$ cat config.mk
export PLATFORM = sky130hd
export DESIGN_NAME = pong_frame_engine
export DESIGN_NICKNAME = d
export VERILOG_FILES = /design/src/rtl/pong_frame_engine.sv
export SDC_FILE = /design/constraint.sdc
export NUM_CORES = 1
export LEC_CHECK = 0
export ABC_AREA = 1
export CORE_ASPECT_RATIO = 1.5
export CORE_MARGIN = 10
export CORE_UTILIZATION = 35
export DETAILED_ROUTE_END_ITERATION = 8
export GPL_TIMING_DRIVEN = 0
export SYNTH_ARGS = -nofsm -noshare
export SYNTH_HDL_FRONTEND = slang
export SYNTH_SLANG_ARGS = --single-unit
$ cat constraint.sdc
create_clock -name clk -period 5.9 [get_ports clk]
set_input_delay 1.77 -clock clk [delete_from_list [all_inputs] [get_ports clk]]
set_output_delay 1.77 -clock clk [all_outputs]
set_load 0.02 [all_outputs]
$ cat src/rtl/pong_frame_engine.sv
// Pong game state advanced once per frame, plus a 2-stage pixel colour pipeline
// feeding the VGA timing/sync driver with 4:4:4 RGB.
module pong_frame_engine #(
    parameter int H_ACTIVE     = 1280,
    parameter int V_ACTIVE     = 800,
    parameter int PADDLE_W     = 16,
    parameter int PADDLE_H     = 128,
    parameter int BALL_SIZE    = 16,
    parameter int PADDLE_L_X   = 32,
    parameter int PADDLE_R_X   = 1232,
    parameter int PADDLE_SPEED = 8,
    parameter int BALL_SPEED   = 4,
    parameter int SERVE_FRAMES = 60,
    parameter int WIN_SCORE    = 9
) (
    input  logic        clk,
    input  logic        reset,
    input  logic        frame_tick,
    input  logic [10:0] pixel_x,
    input  logic [9:0]  pixel_y,
    input  logic        pixel_active,
    input  logic        btn_l_up,
    input  logic        btn_l_dn,
    input  logic        btn_r_up,
    input  logic        btn_r_dn,
    output logic [3:0]  o_red,
    output logic [3:0]  o_green,
    output logic [3:0]  o_blue,
    output logic [3:0]  score_l,
    output logic [3:0]  score_r,
    output logic        game_over
);

    typedef enum logic [1:0] {
        SERVE     = 2'd0,
        PLAY      = 2'd1,
        SCORED    = 2'd2,
        GAME_OVER = 2'd3
    } state_t;

    localparam logic signed [11:0] BALL_X0   = 12'((H_ACTIVE - BALL_SIZE) / 2);
    localparam logic signed [11:0] BALL_Y0   = 12'((V_ACTIVE - BALL_SIZE) / 2);
    localparam logic signed [11:0] PAD_Y0    = 12'((V_ACTIVE - PADDLE_H) / 2);
    localparam logic signed [11:0] PAD_Y_MAX = 12'(V_ACTIVE - PADDLE_H);
    localparam logic signed [11:0] X_MAX     = 12'(H_ACTIVE - BALL_SIZE);
    localparam logic signed [11:0] Y_MAX     = 12'(V_ACTIVE - BALL_SIZE);
    localparam logic signed [11:0] L_EDGE    = 12'(PADDLE_L_X + PADDLE_W);
    localparam logic signed [11:0] R_EDGE    = 12'(PADDLE_R_X - BALL_SIZE);
    localparam logic signed [11:0] PLX       = 12'(PADDLE_L_X);
    localparam logic signed [11:0] PRX       = 12'(PADDLE_R_X);
    localparam logic signed [11:0] PW        = 12'(PADDLE_W);
    localparam logic signed [11:0] PH        = 12'(PADDLE_H);
    localparam logic signed [11:0] BS        = 12'(BALL_SIZE);
    localparam logic signed [11:0] SPD       = 12'(BALL_SPEED);
    localparam logic signed [11:0] P_SPD     = 12'(PADDLE_SPEED);
    localparam logic signed [11:0] CL_X0     = 12'(H_ACTIVE / 2 - 2);
    localparam logic signed [11:0] CL_X1     = 12'(H_ACTIVE / 2 + 1);
    localparam logic [7:0]         SERVE_LAST = 8'(SERVE_FRAMES - 1);
    localparam logic [3:0]         WIN        = 4'(WIN_SCORE);

    state_t             state, state_next;
    logic [7:0]         serve_cnt, serve_cnt_next;
    logic signed [11:0] ball_x, ball_x_next;
    logic signed [11:0] ball_y, ball_y_next;
    logic signed [11:0] ball_vx, ball_vx_next;
    logic signed [11:0] ball_vy, ball_vy_next;
    logic signed [11:0] pad_l_y, pad_l_y_next;
    logic signed [11:0] pad_r_y, pad_r_y_next;
    logic [3:0]         score_l_next, score_r_next;
    logic               point_l, point_l_next;

    logic signed [11:0] pad_l_step, pad_r_step;
    logic signed [11:0] nx, ny, ny_wall, vy_wall, nx_res;
    logic               v_l, v_r, hit_l, hit_r;

    function automatic logic signed [11:0] step_paddle(input logic signed [11:0] y,
                                                       input logic up,
                                                       input logic dn);
        logic signed [11:0] t;
        t = y;
        if (up && !dn)
            t = y - P_SPD;
        else if (dn && !up)
            t = y + P_SPD;
        if (t < 12'sd0)
            t = 12'sd0;
        else if (t > PAD_Y_MAX)
            t = PAD_Y_MAX;
        return t;
    endfunction

    assign pad_l_step = step_paddle(pad_l_y, btn_l_up, btn_l_dn);
    assign pad_r_step = step_paddle(pad_r_y, btn_r_up, btn_r_dn);

    // Candidate ball move and wall bounce; paddle overlap uses the freshly stepped paddles.
    assign nx = ball_x + ball_vx;
    assign ny = ball_y + ball_vy;

    always_comb begin
        ny_wall = ny;
        vy_wall = ball_vy;
        if (ny <= 12'sd0) begin
            ny_wall = 12'sd0;
            vy_wall = -ball_vy;
        end else if (ny >= Y_MAX) begin
            ny_wall = Y_MAX;
            vy_wall = -ball_vy;
        end
    end

    assign v_l   = (ny_wall < pad_l_step + PH) && (ny_wall + BS > pad_l_step);
    assign v_r   = (ny_wall < pad_r_step + PH) && (ny_wall + BS > pad_r_step);
    assign hit_l = (ball_vx < 12'sd0) && (nx <= L_EDGE) && (nx + BS > PLX) && v_l;
    assign hit_r = (ball_vx > 12'sd0) && (nx + BS >= PRX) && (nx < PRX + PW) && v_r;

    // Next-state logic: everything holds unless this is a frame_tick cycle.
    always_comb begin
        state_next     = state;
        serve_cnt_next = serve_cnt;
        ball_x_next    = ball_x;
        ball_y_next    = ball_y;
        ball_vx_next   = ball_vx;
        ball_vy_next   = ball_vy;
        pad_l_y_next   = pad_l_y;
        pad_r_y_next   = pad_r_y;
        score_l_next   = score_l;
        score_r_next   = score_r;
        point_l_next   = point_l;
        nx_res         = nx;
        if (frame_tick) begin
            case (state)
                SERVE: begin
                    pad_l_y_next = pad_l_step;
                    pad_r_y_next = pad_r_step;
                    if (serve_cnt == SERVE_LAST) begin
                        state_next     = PLAY;
                        serve_cnt_next = 8'd0;
                    end else begin
                        serve_cnt_next = serve_cnt + 8'd1;
                    end
                end
                PLAY: begin
                    pad_l_y_next = pad_l_step;
                    pad_r_y_next = pad_r_step;
                    ball_y_next  = ny_wall;
                    ball_vy_next = vy_wall;
                    if (hit_l) begin
                        nx_res       = L_EDGE;
                        ball_vx_next = SPD;
                    end else if (hit_r) begin
                        nx_res       = R_EDGE;
                        ball_vx_next = -SPD;
                    end else if (nx <= 12'sd0) begin
                        nx_res       = 12'sd0;
                        score_r_next = score_r + 4'd1;
                        point_l_next = 1'b0;
                        state_next   = SCORED;
                    end else if (nx >= X_MAX) begin
                        nx_res       = X_MAX;
                        score_l_next = score_l + 4'd1;
                        point_l_next = 1'b1;
                        state_next   = SCORED;
                    end
                    ball_x_next = nx_res;
                end
                SCORED: begin
                    pad_l_y_next = pad_l_step;
                    pad_r_y_next = pad_r_step;
                    if (score_l == WIN || score_r == WIN) begin
                        state_next = GAME_OVER;
                    end else begin
                        state_next   = SERVE;
                        ball_x_next  = BALL_X0;
                        ball_y_next  = BALL_Y0;
                        ball_vx_next = point_l ? -SPD : SPD;
                    end
                end
                GAME_OVER: begin
                end
                default: begin
                end
            endcase
        end
    end

    always_ff @(posedge clk) begin
        if (reset) begin
            state     <= SERVE;
            serve_cnt <= 8'd0;
            ball_x    <= BALL_X0;
            ball_y    <= BALL_Y0;
            ball_vx   <= SPD;
            ball_vy   <= SPD;
            pad_l_y   <= PAD_Y0;
            pad_r_y   <= PAD_Y0;
            score_l   <= 4'd0;
            score_r   <= 4'd0;
            point_l   <= 1'b0;
        end else begin
            state     <= state_next;
            serve_cnt <= serve_cnt_next;
            ball_x    <= ball_x_next;
            ball_y    <= ball_y_next;
            ball_vx   <= ball_vx_next;
            ball_vy   <= ball_vy_next;
            pad_l_y   <= pad_l_y_next;
            pad_r_y   <= pad_r_y_next;
            score_l   <= score_l_next;
            score_r   <= score_r_next;
            point_l   <= point_l_next;
        end
    end

    assign game_over = (state == GAME_OVER);

    // Render: inclusive-left, exclusive-right hit tests against the frame-stable registers.
    logic signed [11:0] px, py;
    logic               hit_ball, hit_pl, hit_pr, hit_cl;
    logic               s1_ball, s1_pl, s1_pr, s1_cl, s1_active, s1_over;
    logic [11:0]        rgb_next;

    assign px       = $signed({1'b0, pixel_x});
    assign py       = $signed({2'b00, pixel_y});
    assign hit_ball = (px >= ball_x) && (px < ball_x + BS) && (py >= ball_y) && (py < ball_y + BS);
    assign hit_pl   = (px >= PLX) && (px < PLX + PW) && (py >= pad_l_y) && (py < pad_l_y + PH);
    assign hit_pr   = (px >= PRX) && (px < PRX + PW) && (py >= pad_r_y) && (py < pad_r_y + PH);
    assign hit_cl   = (px >= CL_X0) && (px <= CL_X1) && !pixel_y[4];

    always_ff @(posedge clk) begin
        if (reset) begin
            s1_ball   <= 1'b0;
            s1_pl     <= 1'b0;
            s1_pr     <= 1'b0;
            s1_cl     <= 1'b0;
            s1_active <= 1'b0;
            s1_over   <= 1'b0;
        end else begin
            s1_ball   <= hit_ball;
            s1_pl     <= hit_pl;
            s1_pr     <= hit_pr;
            s1_cl     <= hit_cl;
            s1_active <= pixel_active;
            s1_over   <= (state == GAME_OVER);
        end
    end

    always_comb begin
        rgb_next = 12'h000;
        if (s1_active) begin
            if (s1_ball)
                rgb_next = 12'hFFF;
            else if (s1_pl)
                rgb_next = 12'h0F0;
            else if (s1_pr)
                rgb_next = 12'h00F;
            else if (s1_cl)
                rgb_next = 12'h444;
            else if (s1_over)
                rgb_next = 12'h400;
        end
    end

    always_ff @(posedge clk) begin
        if (reset) begin
            o_red   <= 4'h0;
            o_green <= 4'h0;
            o_blue  <= 4'h0;
        end else begin
            o_red   <= rgb_next[11:8];
            o_green <= rgb_next[7:4];
            o_blue  <= rgb_next[3:0];
        end
    end

endmodule

==> flow_metrics.py <==
metrics = {
    "outcome": {
        "outcome": "complete, no violations",
    },
    "cts": {
        "numCtsBuffers": 9,
        "clk_path_buf_depth": 2,
        "holdBufCountCts": 0,
        "cts_tree": "yes",
        "path_clk_slew_ps": 70,
        "cts_sinks": 86,
        "cts-root-buf": "clkbuf_16",
        "clock_latency_ps": 360,
        "htreeDepth": 3,
    },
    "detailed_routing": {
        "first_pass_iters": 4,
        "drt-total-wl_mm": 24.20,
        "drc": 0,
        "wl_per_cell_um": 14.59,
        "vias_per_cell": 4.948,
        "antenna_left": 0,
        "drt_iter0_drc": 325,
        "num_vias": 8209,
    },
    "floorplan": {
        "rows": 69,
        "die_area_um2": 31000,
        "core_um2": 23830,
        "pin_count": 50,
        "die_height_um": 210.7,
        "start_util": 0.3561,
        "fp.dieW_um": 147.1,
    },
    "critical_path": {
        "reg2reg_to": "score_r[1]$_SDFFE_PP0P_",
        "crit_path_start_kind": "input pin",
        "worstSetupPathType": "input pin to flip-flop",
        "critical_path.max_fanout": 10,
        "cpPeakStageDelay_ps": 560,
        "r2r_setup_slack_ps": 840,
        "cp_common_cell": "nand2_1",
        "crit_start": "btn_l_up",
        "worstPathRequired_ps": 6190,
        "critPathTopFamily": "compound AO/OA/AOI/OAI gates",
        "path_buf_inv": 3,
        "rr_worst_depth": 30,
        "slowest_stage": "o21ai_0",
        "r2r_start": "ball_y[6]$_SDFFE_PP0P_",
        "endpoint_kind": "flip-flop",
        "crit_arrival_ps": 5950,
    },
    "job": {
        "maxCapViolCount": 0,
    },
    "global_routing": {
        "grt_pass1_vias": 8154,
        "grt_max_degree": 19,
        "overflow": 0,
        "antenna_found_initial": 0,
        "grt_usage": 0.1551,
        "grt_pass1_wl_mm": 39.52,
    },
    "worst_hold_path": {
        "hp-start": "point_l$_SDFFE_PP0P_",
        "hold_path_class": "flip-flop to flip-flop",
        "min_to": "point_l$_SDFFE_PP0P_",
        "hold_path_depth": 2,
    },
    "logic_synthesis": {
        "synth_edf_count": 0,
        "synth_flop_cell": "dfxtp_1",
        "ys_async_sr_fraction": 0,
        "syn-instance-count": 1262,
        "ys_warn_count": 0,
        "ys_seq_area_frac": 0.2029,
        "yosysUniqueCellTypes": 51,
        "ys_ff_latch": 86,
        "netlist_area_um2": 8486,
        "syn_avg_cell_area_um2": 6.724,
    },
    "sta": {
        "finalSetupViolCount": 0,
        "finalCriticalPeriod_ps": 5667,
        "hold_violations": 0,
        "maxSlewHeadroom": 0.4148,
        "period_share": 0.9605,
        "max_freq_ghz": 0.1765,
        "tightest_slew_ps": 874.6,
        "tns_ps": 0,
        "slew_viol_final": 0,
        "skew_ps": 9.625,
    },
    "pwr": {
        "p_per_area_nw_per_um2": 157.1,
        "irDropWorstVdd_mv": 0.1189,
        "cellLeakagePower_uw": 0.004684,
    },
    "finish": {
        "multi_input_area_um2": 6050,
        "final_common_cell": "nand2_1",
        "drive_above_1_share": 0.06343,
        "num_antenna_cells": 0,
        "fin_cells": 1659,
        "regArea_um2": 1722,
        "final_area_um2": 9821,
        "mostFrequentLayoutCells": "268 x nand2_1, 187 x inv_1, 143 x ha_1",
        "area_growth_pct": 15.73,
        "nNetsFinal": 1508,
        "fillCellCount": 2606,
        "final_core_util": 0.4122,
    },
    "placement": {
        "placed_area_um2": 9403,
        "port-buffer-count": 48,
        "hpwl_mm": 19.91,
        "gp_congestion": 0.8700,
        "dpl.cell_count": 1639,
    },
}
[kinds of logic after synthesis]
group / share of synthesized area
simple gates: 0.2931
compound gates: 0.1451
buf+inv: 0.09967
fa+ha+maj: 0.2132
flops: 0.2029
xor+xnor: 0.04512
other cells: 0.0008850
[metrics by stage]
step	hold WS [ps]	setup WS [ps]	power [uW]
5_1_grt	486.4	-28.03	1634
4_1_cts	456.3	6.700	1543
3_5_place_dp	445.6	-791.7	964.4
2_1_floorplan	426.5	859.4	850.9
3_3_place_gp	448.3	-762.0	957.5
6_report	461.6	232.9	1543
[tightest hold or removal path, delay by kind of cell, from the launching register on]
kind            cells  cell delay (ps)
compound gates      1               60
buf+inv             1               60
flops               1              300
[Yosys cell counts, types with 6 or more instances]
master	instances	area share
clkbuf_1	14	0.0062
xnor2_1	11	0.011
buf_4	6	0.0053
inv_1	191	0.084
o21ai_0	67	0.040
xor2_1	29	0.030
nand3_1	76	0.045
nand3b_1	6	0.0053
nand2_2	8	0.0059
a21oi_1	116	0.068
dfxtp_1	86	0.20
nand2_1	272	0.12
nor3_1	28	0.017
o211ai_1	12	0.011
nand4_1	29	0.021
nor2_1	94	0.042
ha_1	143	0.21
[worst max path at each step]
| stage | end | slack [ps] | cells after the start |
|---|---|---|---|
| 3_3_place_gp | score_r[1]$_SDFFE_PP0P_ | -760 | 28 |
| 6_report | score_r[1]$_SDFFE_PP0P_ | 230 | 25 |
| 4_1_cts | score_r[1]$_SDFFE_PP0P_ | 7 | 29 |
| 2_1_floorplan | score_r[2]$_SDFFE_PP0P_ | 860 | 27 |
| 3_5_place_dp | score_r[1]$_SDFFE_PP0P_ | -790 | 28 |
| 5_1_grt | score_r[2]$_SDFFE_PP0P_ | -30 | 29 |
[cell type report]
type | instances | area share
multi-input combinational | 971 | 0.6160
clock buffer | 9 | 0.02293
clock inverter | 7 | 0.007007
buffer | 23 | 0.01274
sequential | 86 | 0.1753
timing repair buffer | 52 | 0.05198
inverter | 192 | 0.07339
tap | 319 | 0.04064
[repair_timing]
item | in CTS | in global routing
setup endpoints to repair | 18 | 21
setup buffers | 0 | 4
resized for setup | 5 | 23
pin swaps | 0 | 9
hold endpoints to repair | 0 | 0
[metal layers]
metal / vias up / global-route usage / part of all wire / wire length [um]
met3: 33 / 0.01737 / 0.033 / 792
met4: 0 / 0.05278 / 0.025 / 614
met5: - / 0 / 0 / 0
li1: 4318 / - / - / -
met2: 123 / 0.3019 / 0.52 / 12690
met1: 3735 / 0.1673 / 0.42 / 10100
[where the power goes]
group | switching (uW) | internal, uW | total [uW]
sequential | 14.0 | 591 | 605
clock | 274 | 300 | 574
combinational | 223 | 140 | 363
total | 511 | 1030 | 1540
[sequential cells by signal, indices dropped and copies added, names as in the netlist, 2 cells and up]
name	cells
o_red	2
score_r	4
o_green	2
pad_l_y	11
pad_r_y	11
o_blue	2
score_l	4
ball_vy	10
ball_y	12
ball_x	10
state	2
serve_cnt	8
Power figures use the tool's default switching activity.
